[src/rtl/awgn_pkg.sv]
// Shared taus88 constants, channel state type and step/fix-up helpers for the AWGN uniform generators.
package awgn_pkg;

    localparam logic [31:0] TAUS_MASK1  = 32'hFFFFFFFE;
    localparam logic [31:0] TAUS_MASK2  = 32'hFFFFFFF8;
    localparam logic [31:0] TAUS_MASK3  = 32'hFFFFFFF0;
    localparam logic [31:0] SEED_SPREAD = 32'h9E3779B9;
    localparam logic [31:0] FIX_MIN1    = 32'd2;
    localparam logic [31:0] FIX_MIN2    = 32'd8;
    localparam logic [31:0] FIX_MIN3    = 32'd16;

    // Packed so a {z3,z2,z1} 96-bit word maps straight onto the struct.
    typedef struct packed {
        logic [31:0] z3;
        logic [31:0] z2;
        logic [31:0] z1;
    } taus_state_t;

    typedef enum logic {
        ST_WARMUP = 1'b0,
        ST_RUN    = 1'b1
    } fsm_state_e;

    function automatic taus_state_t taus_step(input taus_state_t s);
        taus_state_t r;
        logic [31:0] b;
        logic [31:0] c;
        logic [31:0] d;
        b    = ((s.z1 << 13) ^ s.z1) >> 19;
        r.z1 = ((s.z1 & TAUS_MASK1) << 12) ^ b;
        c    = ((s.z2 << 2) ^ s.z2) >> 25;
        r.z2 = ((s.z2 & TAUS_MASK2) << 4) ^ c;
        d    = ((s.z3 << 3) ^ s.z3) >> 11;
        r.z3 = ((s.z3 & TAUS_MASK3) << 17) ^ d;
        return r;
    endfunction

    // Small seeds would leave a component stuck at zero; force the minimum bit on.
    function automatic taus_state_t taus_fixup(input taus_state_t s);
        taus_state_t r;
        r = s;
        if (s.z1 < FIX_MIN1) r.z1 = s.z1 | FIX_MIN1;
        if (s.z2 < FIX_MIN2) r.z2 = s.z2 | FIX_MIN2;
        if (s.z3 < FIX_MIN3) r.z3 = s.z3 | FIX_MIN3;
        return r;
    endfunction

    function automatic logic [31:0] taus_word(input taus_state_t s);
        return s.z1 ^ s.z2 ^ s.z3;
    endfunction

endpackage

[src/rtl/awgn_taus_core.sv]
// One taus88 channel: state register, step logic and a fixed-up seed write port.
module awgn_taus_core
    import awgn_pkg::*;
#(
    parameter logic [31:0] SEED_Z1 = 32'd12345,
    parameter logic [31:0] SEED_Z2 = 32'd67890,
    parameter logic [31:0] SEED_Z3 = 32'd13579
) (
    input  logic        clk,
    input  logic        rst,
    input  logic        step_i,
    input  logic        load_i,
    input  taus_state_t seed_i,
    output logic [31:0] word_o
);

    localparam taus_state_t RST_STATE = taus_fixup('{z3: SEED_Z3, z2: SEED_Z2, z1: SEED_Z1});

    taus_state_t state_q;
    taus_state_t state_d;
    taus_state_t next_s;

    // A load wins over a step issued in the same cycle.
    always_comb begin
        next_s  = taus_step(state_q);
        state_d = state_q;
        if (load_i) begin
            state_d = taus_fixup(seed_i);
        end else if (step_i) begin
            state_d = next_s;
        end
    end

    assign word_o = taus_word(next_s);

    always_ff @(posedge clk or posedge rst) begin
        if (rst) begin
            state_q <= RST_STATE;
        end else begin
            state_q <= state_d;
        end
    end

endmodule

[src/rtl/awgn_taus_mc.sv]
// Multi-channel taus88 URNG with valid/ready output, warm-up FSM and seed reload (AWGN_TAUS_SEED_LOAD_EN).
// Handshake: a sample transfers on a rising edge where out_valid && out_ready; data_out is stable until then.
module awgn_taus_mc
    import awgn_pkg::*;
#(
    parameter int          N_CH   = 4,
    parameter int          OUT_W  = 32,
    parameter int          WARMUP = 16,
    parameter logic [31:0] SEED1  = 32'd12345,
    parameter logic [31:0] SEED2  = 32'd67890,
    parameter logic [31:0] SEED3  = 32'd13579
) (
    input  logic                        clk,
    input  logic                        rst,
    output logic [N_CH*OUT_W-1:0]       data_out,
    output logic                        out_valid,
    input  logic                        out_ready
`ifdef AWGN_TAUS_SEED_LOAD_EN
    ,
    input  logic                        seed_valid,
    input  logic [((N_CH > 1) ? $clog2(N_CH) : 1)-1:0] seed_ch,
    input  logic [95:0]                 seed_data,
    output logic                        seed_ready
`endif
);

    localparam int         CH_W      = (N_CH > 1) ? $clog2(N_CH) : 1;
    localparam logic [7:0] WCNT_LAST = (WARMUP > 0) ? 8'(WARMUP - 1) : 8'd0;
    // With no warm-up the FSM starts (and restarts) directly in RUN so the first sample lands on edge 1.
    localparam fsm_state_e START_ST  = (WARMUP == 0) ? ST_RUN : ST_WARMUP;

    fsm_state_e              state_q;
    logic [7:0]              wcnt_q;
    logic                    out_valid_q;
    logic [N_CH*OUT_W-1:0]   data_out_q;
    logic [N_CH*OUT_W-1:0]   words;
    logic                    adv;
    logic                    seed_acc;
    logic [CH_W-1:0]         load_ch;
    taus_state_t             load_seed;

`ifdef AWGN_TAUS_SEED_LOAD_EN
    logic seed_ready_q;

    always_ff @(posedge clk or posedge rst) begin
        if (rst) begin
            seed_ready_q <= 1'b0;
        end else begin
            seed_ready_q <= 1'b1;
        end
    end

    assign seed_ready = seed_ready_q;
    assign seed_acc   = seed_valid && seed_ready_q;
    assign load_ch    = seed_ch;
    assign load_seed  = seed_data;
`else
    assign seed_acc   = 1'b0;
    assign load_ch    = '0;
    assign load_seed  = '0;
`endif

    assign adv = (state_q == ST_WARMUP) ||
                 ((state_q == ST_RUN) && (!out_valid_q || out_ready));

    // Non-target channels still step on a load cycle when adv is true; the target is overwritten instead.
    for (genvar i = 0; i < N_CH; i++) begin : g_ch
        logic [31:0] word;
        logic        load_hit;

        assign load_hit = seed_acc && (load_ch == CH_W'(i));

        awgn_taus_core #(
            .SEED_Z1(SEED1 ^ 32'(32'(i) * SEED_SPREAD)),
            .SEED_Z2(SEED2 ^ 32'(32'(i) * SEED_SPREAD)),
            .SEED_Z3(SEED3 ^ 32'(32'(i) * SEED_SPREAD))
        ) u_core (
            .clk    (clk),
            .rst    (rst),
            .step_i (adv),
            .load_i (load_hit),
            .seed_i (load_seed),
            .word_o (word)
        );

        assign words[i*OUT_W +: OUT_W] = word[31 -: OUT_W];
    end

    always_ff @(posedge clk or posedge rst) begin
        if (rst) begin
            state_q     <= START_ST;
            wcnt_q      <= '0;
            out_valid_q <= 1'b0;
            data_out_q  <= '0;
        end else if (seed_acc) begin
            // Any pending sample is dropped (or was just transferred); all channels re-warm together.
            state_q     <= START_ST;
            wcnt_q      <= '0;
            out_valid_q <= 1'b0;
        end else begin
            case (state_q)
                ST_WARMUP: begin
                    if (wcnt_q == WCNT_LAST) begin
                        state_q <= ST_RUN;
                        wcnt_q  <= '0;
                    end else begin
                        wcnt_q  <= wcnt_q + 8'd1;
                    end
                end
                ST_RUN: begin
                    if (adv) begin
                        data_out_q  <= words;
                        out_valid_q <= 1'b1;
                    end
                end
                default: state_q <= START_ST;
            endcase
        end
    end

    assign data_out  = data_out_q;
    assign out_valid = out_valid_q;

endmodule

[config.mk]
export PLATFORM = sky130hd
export DESIGN_NAME = awgn_taus_mc
export DESIGN_NICKNAME = d
export VERILOG_FILES = /design/src/rtl/awgn_pkg.sv /design/src/rtl/awgn_taus_core.sv /design/src/rtl/awgn_taus_mc.sv
export SDC_FILE = /design/constraint.sdc
export NUM_CORES = 1
export LEC_CHECK = 0
export CORE_MARGIN = 2
export CORE_UTILIZATION = 45
export DETAILED_ROUTE_END_ITERATION = 16
export PLACE_DENSITY = 0.62
export SLEW_MARGIN = 20
export SYNTH_ARGS = -nofsm -noshare
export SYNTH_HDL_FRONTEND = slang
export SYNTH_SLANG_ARGS = --single-unit
[constraint.sdc]
create_clock -name clk -period 28 [get_ports clk]
set_clock_uncertainty 0.15 [all_clocks]
set_input_delay 4.2 -clock clk [delete_from_list [all_inputs] [get_ports clk]]
set_output_delay 4.2 -clock clk [all_outputs]
set_load 0.02 [all_outputs]
* Word-level counts from Yosys, hierarchy flattened
Index checks and enable logic that the tools add are counted.
** Word-level totals
- Output and inout bits :: 129
- Flip-flop bits (word level) :: 522
- Word-level logic and storage cells :: 59
** Cells by class
- Multiplexer cells :: 3
- Reduce and logical (&&, ||, !) cells :: 5
- Add/sub/neg operators :: 1
- Bitwise logic cells :: 33
- Equality and inequality tests :: 1
** Operator list (count)
- XOR 32 bit :: 20
- XOR 32 x 13 -> 32 bit :: 4
- XOR 32 x 21 -> 32 bit :: 4
- XOR 32 x 7 -> 32 bit :: 4
- adder 8 x 1 -> 8 bit (second input constant) :: 1
- equality test 8 x 4 -> 1 bit (second input constant) :: 1
- 2-to-1 mux 8 bit :: 1
- logical OR 1 bit :: 2
- 2-to-1 mux 1 bit :: 2
- AND reduction 2 bit :: 1
- logical AND 1 bit :: 1
- zero test 1 bit :: 1
- inverter 1 bit :: 1

* Longest topological paths before layout
- Depth after elaboration :: 5
- Gate-level depth with buffers :: 7
- Gate-level depth less buffers :: 4

* Hierarchy
From an unflattened synthesis, not the netlist that was laid out.
** Unflattened totals
- Cells, all modules :: 2529
- Area total of the unflattened synthesis :: 26329.0 sq um
** Modules (own cells, without submodules)
- awgn_taus_core (g_ch[1].u_core ...) :: area each 5270.1 sq um, instances 2, cells each 554
- awgn_taus_mc :: area each 5280.1 sq um, instances 1, cells each 313
- awgn_taus_core (g_ch[2].u_core) :: area each 5276.3 sq um, instances 1, cells each 554
- awgn_taus_core (g_ch[0].u_core) :: area each 5232.5 sq um, instances 1, cells each 554

* Least setup slack after synthesis
Ideal clock, no wire load.
- Kind :: input-to-reg
- From :: input out_ready
- To :: register g_ch[0].u_core.state_q[31] (netlist bit)
- Cell stages on the path :: 5
- Path slack :: 22.636 ns
- Arrival :: 5.089 ns
- Path buffers :: 3
- Setup time :: 0.125 ns
- Data required time :: 27.725 ns
- Cell sequence :: nand3b_1 > buf_4 > buf_6 > buf_6 > mux2_4
** On the way
- Longest elaborated chain between the ends :: 3
** RTL lines
- from (decl) :: line awgn_taus_mc.sv:17 : input logic out_ready
- logical OR 1 bit :: line awgn_taus_mc.sv:64 : ((state_q == ST_RUN) && (!out_valid_q || out_ready));
- logical AND 1 bit :: line awgn_taus_mc.sv:64
- logical OR 1 bit :: line awgn_taus_mc.sv:63 : assign adv = (state_q == ST_WARMUP) ||
- to (signal assigned) :: line awgn_taus_core.sv:40 : state_q <= state_d;
- to (decl) :: line awgn_taus_core.sv:19 : taus_state_t state_q;
Every way passes these cells.
A chain may end at the register's enable or synchronous reset.

* Worst setup path after layout
- From :: input out_ready
- To :: register g_ch[2].u_core.state_q[72] (netlist bit)
** On the way
- Longest elaborated chain between the ends :: 3
** RTL lines (line)
- logical OR 1 bit :: awgn_taus_mc.sv:64
- logical AND 1 bit :: awgn_taus_mc.sv:64
- logical OR 1 bit :: awgn_taus_mc.sv:63
- to (signal assigned) :: awgn_taus_core.sv:40
- to (decl) :: awgn_taus_core.sv:19
Every way passes these cells.

==> out/results.ini <==
[status]
outcome=completed

[grt]
antenna_found_initial=0
grt_pass1_vias=12500
grt_first_pass_wirelength_um=73900
grt_max_degree=217
grt_util_all_layers_pct=18.1
grt_overflow=0

[floorplanning]
boundaryPins=132
initial_utilization_pct=45.3
row_count=82
fp.dieH_um=228
die_area_um2=52000
die_x_um=228
core_area_um2=49900

[power_and_ir_drop]
p_switching_w=0.00145
p_clk_share_pct=15.8
combPwrFrac_pct=47.1
switching_share_pct=34.7
peakVddDrop_mv=0.0679
power_frac_seq_pct=37.1
p_per_area_nw_per_um2=161
p_int_w=0.00274
leakage_nw=10.8

[layout]
fill_cells=4312
layout_commonest_cell=dfrtp_1
stdcell_count=2381
num_antenna_cells=0
syn2layout_area_growth_pct=15.4
final_nets=1671
drive_above_1_share_pct=35.8
most-common-layout-cells=dfrtp_1, xnor2_1, mux2_2, dfstp_2, clkdlybuf4s50_1

[worst_setup_path]
crit_chain=clkdlybuf4s50_1, nand3b_1, buf_12, buf_4, buf_4, mux2_2
critical_path_class=input port to register
crit_slowest_cell=buf_4
critPathRequiredTime_ns=28.32
crit_top_cell=buf_4
end_kind=register
r2r_cells=5
cp.arrival_ns=7.97
crit_fanout=216
cp-start-kind=input port
critPathMaxStageDelay_ns=0.94

[sta]
rsz0062_at_grt=false
max_freq_ghz=0.131
worst_slew_pin_slew_ns=1.15
setup_viol=0
relSlewSlack_pct=23.6
drv_slew=0
finalHoldViolations=0
fin_setup_tns_ns=0
layout_min_cycle_time_ns=7.65
fin_crit_sh_pct=27.3

[route]
drt-total-wl_um=46400
drcViolationCount=0
ant_nets=0
via_per_inst=4.93
drt_iter0_drc=665
vias=11700
wl_per_cell_um=19.5
drt_pre_antenna_iters=4

[placed_design]
dp_hpwl_um=31300
dp.cells=2284
io_buffer_count=131
place.gp.congestion=0.777

[clock_tree]
cts_made_buffers=53
clk_pin_slew_ns=0.06
h-tree-depth=2
cts.sinks=490
cts.repair.resized=0
ctsHoldBuffers=0
clock_latency_ns=0.59
cts_tree=done
post-cts-setup-buffers=0
clockRootBuffer=clkbuf_16
clockBufferDepth=3

[hold_path]
hold_path.class=register to register
worstHoldPathCells=1

[synth]
yosys_warnings=0
seq_area_frac_synth_pct=55.1
synth_area_um2=22600
syn_inst=1537
synth_nets=1541
yosys.cell_types.count=30
ys_ff_latch=490
syn_area_per_cell_um2=14.7

[job]
cap_violations=0

==> cell usage after synthesis <==
library cell	count	area share, %
nand2_1	3	0.050
xnor2_2	2	0.14
xor2_1	44	1.7
a41o_1	1	0.044
o311ai_0	1	0.039
buf_2	40	0.89
dfrtp_1	339	38
or2_2	1	0.028
nor2_1	92	1.5
ha_1	1	0.055
mux2_4	100	6.6
inv_1	18	0.30
nand3b_1	1	0.033
and4b_1	1	0.044
xnor2_1	275	11
buf_1	1	0.017
nor4_1	1	0.028
nand2b_1	1	0.028
o21ai_0	2	0.044
dfstp_2	151	18
nor3_1	1	0.022
mux2_2	275	14
a21oi_1	92	2.0
nand3_1	1	0.022
buf_4	13	0.43
buf_6	11	0.55
mux2i_1	15	0.66
nand4b_1	1	0.039
o21ai_1	1	0.022
xnor3_1	52	5.2
==> state kept, by name (all words and copies together), names as in the netlist <==
name	count
g_ch.u_core.state_q	352
data_out	128
wcnt_q	8
out_valid	1
state_q	1
==> metal layers <==
layer  routed length [µm]  vias up  GRT usage [%]
met5                    0        -              0
met4                  857        0           4.98
met3                 1610       62           3.09
met2                22000      138           29.2
met1                21900     6048           25.5
li1                     -     5489              -
==> power by group through the flow <==
| stage | combinational [W] | clock, W | sequential, W |
|---|---|---|---|
| 2_1_floorplan | 0.00136 | 0 | 0.00155 |
| 3_3_place_gp | 0.00198 | 0 | 0.00156 |
| 3_5_place_dp | 0.00200 | 0 | 0.00157 |
| 4_1_cts | 0.00202 | 0.000683 | 0.00156 |
| 5_1_grt | 0.00213 | 0.000710 | 0.00161 |
| 6_report | 0.00197 | 0.000660 | 0.00156 |
==> area by class of cell <==
class	instances	area (µm²)	share of cell area, %
Sequential cell	490	12500	47.7
Multi-Input combinational cell	964	9680	37.1
Clock buffer	91	1600	6.13
Timing Repair Buffer	140	1420	5.43
Tap cell	672	841	3.22
Inverter	18	75.1	0.288
Clock inverter	6	30.0	0.115
==> through the flow <==
| step | total power [W] | setup slack (ns) | area, µm² | utilization (%) | hold slack, ns |
|---|---|---|---|---|---|
| after floorplan | 0.00291 | 10.22 | 22600 | - | 0.309 |
| after global placement | 0.00354 | 19.76 | 24500 | 49.1 | 0.328 |
| after detailed placement | 0.00357 | 19.75 | 24500 | 49.1 | 0.343 |
| after CTS | 0.00426 | 20.39 | 26100 | 52.3 | 0.355 |
| after global routing | 0.00445 | 20.19 | 26100 | 52.3 | 0.372 |
| final | 0.00419 | 20.35 | 26100 | 52.3 | 0.352 |
==> critical path, delay by kind of cell <==
kind                   cells  cell delay [ns]
AND/OR/NAND/NOR            1             0.17
buffers and inverters      4             2.97
multiplexers               1             0.41
==> path summary, 6_finish.rpt <==
kind	startpoint	endpoint	slack, ns
max	out_ready	g_ch[2].u_core.state_q[72]$_DFFE_PP0P_	20.35
min	data_out[88]$_DFFE_PP0P_	data_out[88]$_DFFE_PP0P_	0.35
max reg2reg	state_q$_DFF_PP0_	g_ch[2].u_core.state_q[72]$_DFFE_PP0P_	23.99
min reg2reg	data_out[88]$_DFFE_PP0P_	data_out[88]$_DFFE_PP0P_	0.35
max in group asynchronous	rst	data_out[57]$_DFFE_PP0P_	21.41
min in group asynchronous	rst	data_out[121]$_DFFE_PP0P_	4.02
==> kinds of logic after synthesis <==
logic type / count (synthesis) / share of synthesized area, %
buffers and inverters: 83 / 2.18
AND/OR/NAND/NOR: 103 / 1.82
AO/OA/AOI/OAI: 97 / 2.19
multiplexers: 390 / 21.0
flip-flops: 490 / 55.1
XOR/XNOR: 373 / 17.7
adder cells (fa/ha/maj): 1 / 0.0553
(Power assumes the default switching activity.)
